## src/rtl/lcd_hd44780_ctrl.sv

```systemverilog
// HD44780 4-bit write-only sequencer.
// Accepts command/data bytes over valid/ready, sends each as two nibbles
// with E setup/width/hold timing, waits the LCD execution time, and runs
// the power-on 4-bit init sequence on its own when INIT_EN is set.
module lcd_hd44780_ctrl #(
    parameter bit INIT_EN = 1'b1,
    parameter int T_AS    = 2,
    parameter int T_EPW   = 13,
    parameter int T_H     = 2,
    parameter int T_NIB   = 27,
    parameter int T_EXEC  = 1080,
    parameter int T_LONG  = 44550,
    parameter int T_PWRON = 432000,
    parameter int T_INIT2 = 118800,
    parameter int T_INIT3 = 2970,
    parameter int TW      = 20
) (
    input  logic       sys_clk,
    input  logic       rst_n,
    input  logic       cmd_valid,
    output logic       cmd_ready,
    input  logic       cmd_rs,
    input  logic [7:0] cmd_data,
    output logic       init_done,
    output logic       busy,
    output logic       lcd_e,
    output logic       lcd_rw,
    output logic       lcd_rs,
    output logic [3:0] lcd_db
);

    typedef enum logic [2:0] {
        PWR_WAIT,
        IDLE,
        SETUP,
        E_HIGH,
        HOLD,
        GAP,
        WAIT
    } state_t;

    // Timer reload values: a phase of N cycles loads N-1 and exits at 0.
    localparam logic [TW-1:0] LD_AS    = TW'(T_AS - 1);
    localparam logic [TW-1:0] LD_EPW   = TW'(T_EPW - 1);
    localparam logic [TW-1:0] LD_H     = TW'(T_H - 1);
    localparam logic [TW-1:0] LD_NIB   = TW'(T_NIB - 1);
    localparam logic [TW-1:0] LD_EXEC  = TW'(T_EXEC - 1);
    localparam logic [TW-1:0] LD_LONG  = TW'(T_LONG - 1);
    localparam logic [TW-1:0] LD_PWRON = TW'(T_PWRON - 1);
    localparam logic [TW-1:0] LD_INIT2 = TW'(T_INIT2 - 1);
    localparam logic [TW-1:0] LD_INIT3 = TW'(T_INIT3 - 1);

    state_t        state;
    logic [TW-1:0] timer;
    logic          in_init;     // nibbles come from the init table, not a byte
    logic [1:0]    init_step;   // index of the init nibble in flight
    logic          second_nib;  // low nibble of the latched byte is in flight
    logic          lat_rs;
    logic [7:0]    lat_data;
    logic          long_wait;

    // The LCD write is output-only.
    assign lcd_rw = 1'b0;

    // Clear display (0x01) and return home (0x02/0x03) need the long execution wait.
    always_comb begin
        long_wait = !lat_rs && (lat_data == 8'h01 || lat_data == 8'h02 || lat_data == 8'h03);
    end

    // Sequencer FSM with phase timer and registered LCD/handshake outputs.
    // NOTE: sequential state uses <= so every register sees pre-edge values; the
    // reset branch is sampled on the clock edge, so rst_n never acts asynchronously.
    always_ff @(posedge sys_clk) begin
        if (!rst_n) begin
            lcd_e      <= 1'b0;
            lcd_rs     <= 1'b0;
            lcd_db     <= 4'h0;
            second_nib <= 1'b0;
            init_step  <= 2'd0;
            lat_rs     <= 1'b0;
            lat_data   <= 8'h00;
            if (INIT_EN) begin
                state     <= PWR_WAIT;
                timer     <= LD_PWRON;
                in_init   <= 1'b1;
                cmd_ready <= 1'b0;
                init_done <= 1'b0;
                busy      <= 1'b1;
            end else begin
                state     <= IDLE;
                timer     <= '0;
                in_init   <= 1'b0;
                cmd_ready <= 1'b1;
                init_done <= 1'b1;
                busy      <= 1'b0;
            end
        end else begin
            // Count down by default; phase exits below reload the timer.
            if (timer != '0) begin
                timer <= timer - 1'b1;
            end

            case (state)
                PWR_WAIT: begin
                    if (timer == '0) begin
                        state  <= SETUP;
                        timer  <= LD_AS;
                        lcd_rs <= 1'b0;
                        lcd_db <= 4'h3;
                    end
                end

                IDLE: begin
                    if (cmd_valid && cmd_ready) begin
                        lat_rs     <= cmd_rs;
                        lat_data   <= cmd_data;
                        lcd_rs     <= cmd_rs;
                        lcd_db     <= cmd_data[7:4];
                        second_nib <= 1'b0;
                        state      <= SETUP;
                        timer      <= LD_AS;
                        cmd_ready  <= 1'b0;
                        busy       <= 1'b1;
                    end
                end

                SETUP: begin
                    if (timer == '0) begin
                        state <= E_HIGH;
                        timer <= LD_EPW;
                        lcd_e <= 1'b1;
                    end
                end

                E_HIGH: begin
                    if (timer == '0) begin
                        state <= HOLD;
                        timer <= LD_H;
                        lcd_e <= 1'b0;
                    end
                end

                HOLD: begin
                    if (timer == '0) begin
                        if (in_init) begin
                            state <= WAIT;
                            case (init_step)
                                2'd0:    timer <= LD_INIT2;
                                2'd3:    timer <= LD_EXEC;
                                default: timer <= LD_INIT3;
                            endcase
                        end else if (!second_nib) begin
                            state <= GAP;
                            timer <= LD_NIB;
                        end else begin
                            state <= WAIT;
                            timer <= long_wait ? LD_LONG : LD_EXEC;
                        end
                    end
                end

                GAP: begin
                    if (timer == '0) begin
                        state      <= SETUP;
                        timer      <= LD_AS;
                        second_nib <= 1'b1;
                        lcd_db     <= lat_data[3:0];
                    end
                end

                WAIT: begin
                    if (timer == '0) begin
                        if (in_init && init_step != 2'd3) begin
                            // Init table: 0x3, 0x3, 0x3, then 0x2 switches to 4-bit mode.
                            init_step <= init_step + 2'd1;
                            lcd_db    <= (init_step == 2'd2) ? 4'h2 : 4'h3;
                            state     <= SETUP;
                            timer     <= LD_AS;
                        end else begin
                            state     <= IDLE;
                            in_init   <= 1'b0;
                            init_done <= 1'b1;
                            cmd_ready <= 1'b1;
                            busy      <= 1'b0;
                        end
                    end
                end

                default: begin
                    state     <= IDLE;
                    timer     <= '0;
                    in_init   <= 1'b0;
                    lcd_e     <= 1'b0;
                    cmd_ready <= 1'b1;
                    busy      <= 1'b0;
                end
            endcase
        end
    end

endmodule

```

## config.mk

```make
export PLATFORM = sky130hd
export DESIGN_NAME = lcd_hd44780_ctrl
export DESIGN_NICKNAME = d
export VERILOG_FILES = /design/src/rtl/lcd_hd44780_ctrl.sv
export SDC_FILE = /design/constraint.sdc
export NUM_CORES = 1
export LEC_CHECK = 0
export BUFFER_PORTS_ARGS = -buffer_cell sky130_fd_sc_hd__buf_2
export CORE_UTILIZATION = 65
export DETAILED_ROUTE_END_ITERATION = 12
export GPL_TIMING_DRIVEN = 0
export HOLD_SLACK_MARGIN = 0.1
export PLACE_DENSITY_LB_ADDON = 0.12
export SYNTH_ARGS = -nofsm -noshare
export SYNTH_HDL_FRONTEND = slang
export SYNTH_SLANG_ARGS = --single-unit
```

## constraint.sdc

```tcl
create_clock -name sys_clk -period 6.2 [get_ports sys_clk]
set_clock_uncertainty 0.2 [all_clocks]
set_input_delay 1.24 -clock sys_clk [delete_from_list [all_inputs] [get_ports sys_clk]]
set_output_delay 1.24 -clock sys_clk [all_outputs]
set_load 0.02 [all_outputs]
```

# Word level (Yosys, flattened, before mapping)
# Cells that the tools add are included.
dict set report totals {
  ram_bits 0
  elab_cells 113
  memories 0
  latch_bits 0
  inputBits 12
  romBits 0
  register_bits 45
}
dict set report classes {
  n_eq_ne 22
  n_addsub 2
  muxes 44
  bitwise_logic 4
  n_lt_le_gt_ge 0
  div 0
  multipliers 0
  shifts 0
  n_reduce_logical 28
}
# cell count
set op_table {}
lappend op_table {{$mux 20} 8}
lappend op_table {{$pmux 20 s5} 1}
lappend op_table {{$pmux 17 s2} 1}
lappend op_table {{$mux 16} 2}
lappend op_table {{$logic_not 20->1} 1}
lappend op_table {{$mux 4} 5}
lappend op_table {{$ne 2x2->1 const B} 10}
lappend op_table {{$reduce_bool 20->1} 1}
lappend op_table {{$sub 20x1->20 const B} 1}
lappend op_table {{$mux 3} 6}
lappend op_table {{$pmux 3 s6} 1}
lappend op_table {{$reduce_and 3->1} 6}
lappend op_table {{$eq 8x2->1 const B} 2}
lappend op_table {{$pmux 4 s4} 1}
lappend op_table {{$reduce_and 6->1} 2}
lappend op_table {{$mux 1} 10}
lappend op_table {{$reduce_or 5->1} 2}
lappend op_table {{$eq 3x3->1 const B} 3}
lappend op_table {{$pmux 1 s3} 3}
lappend op_table {{$eq 8x1->1 const B} 1}
lappend op_table {{$eq 3x2->1 const B} 2}
lappend op_table {{$mux 2} 3}
lappend op_table {{$pmux 1 s2} 3}
lappend op_table {{$reduce_or 6->1} 1}
lappend op_table {{16 further kinds} 24}

# Logic depth before layout (Yosys ltp)
# Gate-level depths: netlist (run 1).
dict set report depth {
  depth_word 9
  depth_mapped 11
  mapped_depth_nobuf 10
}

# Worst setup path after synthesis (run 1)
# No wires, ideal clock.
dict set report synth_timing {
  path_type {input-to-reg}
  start {in cmd_valid}
  end {reg lcd_rs}
  path_buffers 1
  setup_ns 0.086
  stages 5
  arrival_time_ns 2.297
  setup_slack_ns 3.617
  path_cell_list {nand2_1 -> nor3_1 -> clkbuf_1 -> a21oi_1 -> a211oi_1}
}
dict set report synth_via {
  elab_chain_cells 3
}
# item line_no
set synth_lines {}
lappend synth_lines {{from (decl)} 20} ;# input logic cmd_valid,
lappend synth_lines {{$logic_and 1x1->1} 114} ;# if (cmd_valid && cmd_ready) begin
lappend synth_lines {{$ne 2x2->1 (no line)} -}
lappend synth_lines {{$reduce_and 3->1 (no line)} -}
lappend synth_lines {{to (signal assigned)} 117} ;# lcd_rs <= cmd_rs;
lappend synth_lines {{to (decl)} 28} ;# output logic lcd_rs,
# No other way between the ends.
# A chain may end at the register's enable or synchronous reset.

# Worst setup path after layout (run 1)
dict set report layout_timing {
  start {reg timer[0]}
  end {reg timer[0]}
}
dict set report layout_via {
  elab_chain_cells 5
  word_cells_on_any_way 11
  classes_between {add/sub: 1; mux: 8; reduce/logical: 2}
}
# item line_no
set layout_lines {}
lappend layout_lines {{from (decl)} 54} ;# logic [TW-1:0] timer;
lappend layout_lines {{from (signal assigned)} 100} ;# timer <= timer - 1'b1;
lappend layout_lines {{from (signal assigned)} 157} ;# timer <= long_wait ? LD_LONG : LD_EXEC;
lappend layout_lines {{$sub 20x1->20 or $reduce_bool 20->1 (tied branches)} {100, 99}}
lappend layout_lines {{$mux 20} 99} ;# if (timer != '0) begin
lappend layout_lines {{$mux 20} 173} ;# if (in_init && init_step != 2'd3) begin
lappend layout_lines {{$mux 20} 172} ;# if (timer == '0) begin
lappend layout_lines {{$pmux 20 s5 (*)} 103} ;# case (state)
# Every way passes the cells marked *; elsewhere a longest branch is shown, timed or not.

==> impl_metrics.py, run 1 <==
metrics = {
    "run_status": {
        "status": "complete, no violations",
    },
    "worst_hold_path": {
        "timing.hold.worst.start": "lcd_db[3]",
        "min_delay_worst_endpoint": "lcd_db[3]",
        "holdPathStages": 2,
        "hold_path.class": "reg -> reg",
    },
    "cts": {
        "cts_resized": 0,
        "cts.root.buffer_cell": "clkbuf_8",
        "worstSkewPairLatency_ns": 0.30,
        "cts_max_level": 2,
        "max-clock-path-buffers": 2,
        "cts_made_buffers": 5,
        "postCtsSetupRepairBufs": 0,
        "tritoncts_sink_count": 45,
        "cts.clk_slew.worst_paths_ns": 0.09,
        "cts_tree": "yes",
        "hold_buffers": 0,
    },
    "yosys": {
        "synth_compound_area_frac": 0.248,
        "synth_sequential_area_ratio": 0.320,
        "adder_cell_share_of_the_synthesized_area": 0.0401,
        "synthMuxAreaShare": 0.0107,
        "mappedNetlistNets": 375,
        "ys_async_sr_fraction": 0,
        "synth-simple-area-share": 0.285,
        "leading_register_cell_type_out_of_synthesis": "dfxtp_1",
        "synth_edf_count": 0,
        "syn-instance-count": 354,
        "synth-xor-area-share": 0.0436,
        "synth_area_per_cell_sq_um": 7.94,
        "netlist_area_sq_mm": 0.00281,
        "ys_warn_count": 0,
        "combinational_family_with_the_most_area_after_synthesis": "simple AND/OR/NAND/NOR gates",
        "post_synth_num_cell_types": 67,
        "synth.ff_latch_count": 45,
    },
    "setup_path": {
        "regToRegSetupSlack_ns": 3.42,
        "criticalPathCategory": "reg -> reg",
        "worst_r2r_startpoint": "timer[0]",
        "worstReg2RegEnd": "timer[0]",
        "required_ns": 6.20,
        "crit_path_end_kind": "flop",
        "start_kind": "flop",
        "reg2regPathDepth": 11,
        "cp.arrival_ns": 2.77,
        "critical_path_peak_fanout": 6,
    },
    "final_layout": {
        "synthToLayoutAreaGrowth_pct": 9.39,
        "post-route-util": 0.753,
        "post_route_cells_drive_above_1_share": 0.134,
        "nNetsFinal": 402,
        "antenna_cells_inserted": 0,
        "fin_area_sq_mm": 0.00308,
    },
    "floorplanning": {
        "row_count": 23,
        "die_h_um": 67.8,
        "die_area_sq_mm": 0.00459,
        "start_util": 0.688,
        "core_sq_mm": 0.00409,
        "die_width_um": 67.8,
        "ios": 22,
    },
    "sta": {
        "final_min_period_over_clock_period": 0.448,
        "setup_tns_ns": 0,
        "timing_max_transition_violations_final": 0,
        "rsz0062_at_grt": "false",
        "worst-slew-pin-transition_ns": 0.566,
        "final.min_clock_period_ns": 2.78,
        "timing.max_slew.rel_slack": 0.623,
        "max_freq_mhz": 360,
        "fin_worst_hold_slack_ns": 0.251,
        "timing.final.hold_violations": 0,
        "final_report_setup_violation_count": 0,
    },
    "global_route": {
        "number_of_global_route_vias_before_repair": 2580,
        "global_route_overflow": 0,
        "antenna_found_initial": 0,
        "largest_net_degree_at_the_start_of_global_routing": 14,
        "track_usage": 0.364,
        "grt_first_pass_wirelength_mm": 12.4,
    },
    "placement": {
        "post_place_instance_area_sq_mm": 0.00297,
        "place_hpwl_mm": 5.65,
        "place_congestion": 0.954,
        "place.port_buffers": 20,
    },
    "flow_run": {
        "drv_cap": 0,
    },
    "power": {
        "power.ir.vdd_worst_v": 0.000162,
        "static-leakage-power_nw": 1.10,
        "p_per_area_mw_per_mm2": 170,
    },
    "routing": {
        "antenna_left": 0,
        "vias_per_cell": 6.63,
        "detailroute.via_count": 2865,
        "firstDrtPassIters": 5,
        "route.detailed.drc": 0,
        "detailedRoute.firstIterationViolations": 325,
        "wirelength_mm": 7.78,
        "routedWlPerCell_um": 18.0,
    },
}
==> layout make-up <==
type | count | area [sq um]
Multi-Input combinational cell | 278 | 1770
Fill cell | 319 | 1010
Sequential cell | 45 | 901
Buffer | 23 | 111
Timing Repair Buffer | 20 | 100
Clock buffer | 7 | 96.3
Tap cell | 50 | 62.6
Inverter | 8 | 30.0
Clock inverter | 1 | 5.00
==> cells in the mapped netlist (5+ instances only) <==
master	count	area, sq um
nand2_1	49	184
dfxtp_1	45	901
a21oi_1	30	150
nor2_1	23	86.3
nor3_1	17	85.1
o21ai_0	16	80.1
clkbuf_1	13	48.8
xnor2_1	13	114
nor2b_1	11	68.8
ha_1	9	113
nand3_1	8	40.0
inv_1	7	26.3
a211oi_1	6	45.0
nor4_1	6	37.5
buf_2	5	25.0
buf_4	5	37.5
o221ai_1	5	43.8
or3_1	5	31.3
==> power by group <==
group	internal (W)	total, W	switching [W]
combinational	0.0000103	0.0000263	0.0000160
sequential	0.000292	0.000295	0.00000333
clock	0.000101	0.000202	0.000101
==> critical path, stage by stage (launching register included) <==
cell,delay [ns]
dfxtp_1,0.37
inv_1,0.14
ha_1,0.19
nor3b_1,0.18
nand4_1,0.19
or2_0,0.26
buf_2,0.18
ha_1,0.33
a21oi_1,0.07
a21oi_1,0.13
o22ai_1,0.09
a311o_1,0.34
==> layer usage <==
metal  up-vias  global-route usage  wire length, um
met1      1343               0.506             3610
met2       150               0.545             3330
met5         -                   0                0
li1       1343                   -                -
met3        29              0.0794              620
met4         0               0.133              212
==> metrics by stage <==
step | setup slack, ns | std cells | total power [W]
5_1_grt | 3.27 | 432 | 0.000534
6_report | 3.42 | 432 | 0.000523
2_1_floorplan | 3.62 | 354 | 0.000317
4_1_cts | 3.49 | 432 | 0.000523
3_3_place_gp | 3.28 | 424 | 0.000327
3_5_place_dp | 3.29 | 424 | 0.000327
==> sequential cells by signal, indices dropped and copies added (netlist names) <==
register,flops
busy,1
cmd_ready,1
in_init,1
init_done,1
init_step,2
lat_data,8
lat_rs,1
lcd_db,4
lcd_e,1
lcd_rs,1
second_nib,1
state,3
timer,20
==> cell usage in the layout (no fill, tap or decap), types with 6 or more instances in the layout <==
cell and n:
nand2_1 49, dfxtp_1 45, a21oi_1 30, buf_2 25
nor2_1 23, nor3_1 17, o21ai_0 16, clkbuf_1 13
xnor2_1 13, nor2b_1 11, ha_1 9, nand3_1 8
inv_1 7, clkbuf_8 7, nor4_1 6, a211oi_1 6
==> worst max path at each step <==
stage	slack [ns]	end	startpoint	cells after the start
after floorplan	3.62	lcd_rs	cmd_valid	5
after global placement	3.28	lcd_db[1]	cmd_valid	6
after detailed placement	3.29	lcd_db[1]	cmd_valid	6
after CTS	3.49	timer[0]	timer[0]	11
after global routing	3.27	timer[0]	timer[0]	11
final	3.42	timer[0]	timer[0]	11
==> cell families after synthesis <==
| group | Yosys count |
|---|---|
| and+or+nand+nor | 149 |
| buffers and inverters | 31 |
| AOI/OAI and AO/OA | 102 |
| adders and majority gates | 9 |
| DFF | 45 |
| muxes | 3 |
| xor gates and xnor gates | 14 |
| other | 1 |
No activity file was read; power rests on OpenSTA's default activity.
==> run 2: changes to the inputs <==
--- a/config.mk
+++ b/config.mk
@@ -6,7 +6,7 @@
 export NUM_CORES = 1
 export LEC_CHECK = 0
 export BUFFER_PORTS_ARGS = -buffer_cell sky130_fd_sc_hd__buf_2
-export CORE_UTILIZATION = 65
+export CORE_UTILIZATION = 60
 export DETAILED_ROUTE_END_ITERATION = 12
 export GPL_TIMING_DRIVEN = 0
 export HOLD_SLACK_MARGIN = 0.1
==> constraint.sdc (replaced) <==
create_clock -name sys_clk -period 2.85 [get_ports sys_clk]
set_clock_uncertainty 0.2 [all_clocks]
set_input_delay 0.57 -clock sys_clk [delete_from_list [all_inputs] [get_ports sys_clk]]
set_output_delay 0.57 -clock sys_clk [all_outputs]
set_load 0.02 [all_outputs]
==> impl_metrics.py, run 2 (synthesis gave the netlist of run 1 again) <==
metrics = {
    "run_status": {
        "status": "complete, no violations",
    },
    "final_layout": {
        "fin_area_sq_mm": 0.00308,
        "layout.cells.most_common": "nand2_1",
        "antenna_cells_inserted": 0,
        "post_route_cells_drive_above_1_share": 0.138,
        "final.fill_count": 373,
        "nNetsFinal": 403,
        "regMostFlops": "timer",
        "synthToLayoutAreaGrowth_pct": 9.39,
        "biggestRegsByFlops": "timer (20), lat_data (8), lcd_db (4)",
        "largest_register_ffs": 20,
        "layout_common_cells": "nand2_1 (49), dfxtp_1 (45), a21oi_1 (30), buf_2 (25), nor2_1 (23)",
    },
    "placement": {
        "place_congestion": 0.970,
        "place_hpwl_mm": 5.68,
        "place.port_buffers": 20,
        "pre_cts_ws_ns": 0.179,
        "post_place_instance_area_sq_mm": 0.00298,
    },
    "sta": {
        "final_min_period_over_clock_period": 0.953,
        "final_report_setup_violation_count": 0,
        "timing_max_transition_violations_final": 0,
        "timing.max_slew.rel_slack": 0.569,
        "worst-slew-pin-transition_ns": 0.631,
        "max_freq_mhz": 368,
        "timing.final.ws_setup_ns": 0.134,
        "fin_worst_hold_slack_ns": 0.255,
        "final.min_clock_period_ns": 2.72,
        "timing.final.hold_violations": 0,
    },
    "worst_hold_path": {
        "hold_path.class": "reg -> reg",
    },
    "power": {
        "static-leakage-power_nw": 1.10,
        "clkPwrFrac": 0.361,
        "power_report.internal_total_w": 0.000826,
        "sequentialPowerShare": 0.585,
        "total_switching_power_w": 0.000270,
        "power.switching_fraction": 0.246,
        "power.ir.vdd_worst_v": 0.000301,
        "pwr-share-comb": 0.053,
        "post-layout-total-power_w": 0.00110,
        "p_per_area_mw_per_mm2": 356,
    },
    "global_route": {
        "global_route_overflow": 0,
        "track_usage": 0.327,
        "antenna_found_initial": 0,
        "largest_net_degree_at_the_start_of_global_routing": 15,
        "number_of_global_route_vias_before_repair": 2599,
        "grt_first_pass_wirelength_mm": 12.8,
    },
    "flow_run": {
        "drv_cap": 0,
    },
    "floorplanning": {
        "die_width_um": 70.5,
        "core_sq_mm": 0.00441,
        "row_count": 24,
        "start_util": 0.637,
        "die_area_sq_mm": 0.00496,
        "ios": 22,
        "die_h_um": 70.5,
    },
    "cts": {
        "cts_made_buffers": 5,
        "hold_buffers": 0,
        "worstSkewPairLatency_ns": 0.31,
        "max-clock-path-buffers": 2,
        "cts.root.buffer_cell": "clkbuf_8",
        "tritoncts_sink_count": 45,
        "cts_tree": "yes",
        "cts.clk_slew.worst_paths_ns": 0.09,
        "cts_max_level": 2,
    },
    "setup_path": {
        "criticalPathCategory": "reg -> reg",
        "required_ns": 2.85,
        "cp.arrival_ns": 2.71,
        "crit_path_end_kind": "flop",
        "critical_path_peak_fanout": 6,
        "start_kind": "flop",
    },
    "routing": {
        "detailroute.via_count": 2884,
        "routedWlPerCell_um": 17.7,
        "firstDrtPassIters": 5,
        "detailedRoute.firstIterationViolations": 372,
        "vias_per_cell": 6.63,
        "antenna_left": 0,
        "route.detailed.drc": 0,
        "wirelength_mm": 7.69,
    },
}
==> run 2: cell count changes in the layout (fill, tap and decap cells not counted) <==
cell	previous run	this run
o21ai_1	2	3
nor3b_2	0	1
clkinv_2	1	2
o21ai_0	16	15
clkinvlp_4	0	1
nor3b_1	2	1
clkbuf_8	7	5
buf_4	5	6
==> run 2: what timing repair did <==
action	CTS	global route
buffers inserted	0	1
endpoints found under the setup margin	0	1
resized for setup	0	2
==> run 2: cell type report <==
class | instances | area [sq um] | area share
buffer | 23 | 111 | 0.0362
clock buffer | 5 | 68.8 | 0.0224
clock inverter | 3 | 17.5 | 0.00570
inverter | 8 | 30.0 | 0.00976
multi-input combinational | 278 | 1770 | 0.577
sequential | 45 | 901 | 0.293
tap | 52 | 65.1 | 0.0212
timing repair buffer | 21 | 108 | 0.0350
==> run 2: worst paths after layout <==
path | slack [ns] | from | cells after the start | to
worst max-delay path | 0.13 | timer[14] | 9 | timer[0]
worst min-delay path | 0.25 | lcd_db[2] | 2 | lcd_db[2]
worst max register to register | 0.13 | timer[14] | 9 | timer[0]
worst min register to register | 0.25 | lcd_db[2] | 2 | lcd_db[2]
==> run 2: critical path: stages (launching register included) <==
cell and delay (ns):
dfxtp_1 0.36, nor4_2 0.46, nand4_1 0.23, or2_0 0.24, buf_2 0.18, ha_1 0.33
a21oi_1 0.07, a21oi_1 0.13, o22ai_1 0.09, a311o_1 0.33
==> run 2: metrics by stage <==
stage,cells,setup TNS [ns],util
after floorplan,354,0,-
after global placement,426,0,0.674
after detailed placement,426,0,0.674
after CTS,434,0,0.694
after global routing,435,-0.0140,0.697
final,435,0,0.697
==> run 2: routing by layer <==
metal | wire (um) | vias to the layer above | track usage | part of all wire
met4 | 104 | 0 | 0.113 | 0.014
met5 | 0 | - | 0 | 0
li1 | - | 1341 | - | -
met1 | 3570 | 1377 | 0.468 | 0.46
met3 | 616 | 12 | 0.0462 | 0.080
met2 | 3390 | 154 | 0.499 | 0.44
==> run 2: power groups by stage <==
stage | clock, W | sequential [W] | combinational (W)
3_5_place_dp | 0 | 0.000656 | 0.0000567
4_1_cts | 0.000405 | 0.000642 | 0.0000572
6_report | 0.000396 | 0.000642 | 0.0000584
3_3_place_gp | 0 | 0.000656 | 0.0000555
2_1_floorplan | 0 | 0.000658 | 0.0000314
5_1_grt | 0.000431 | 0.000643 | 0.0000652
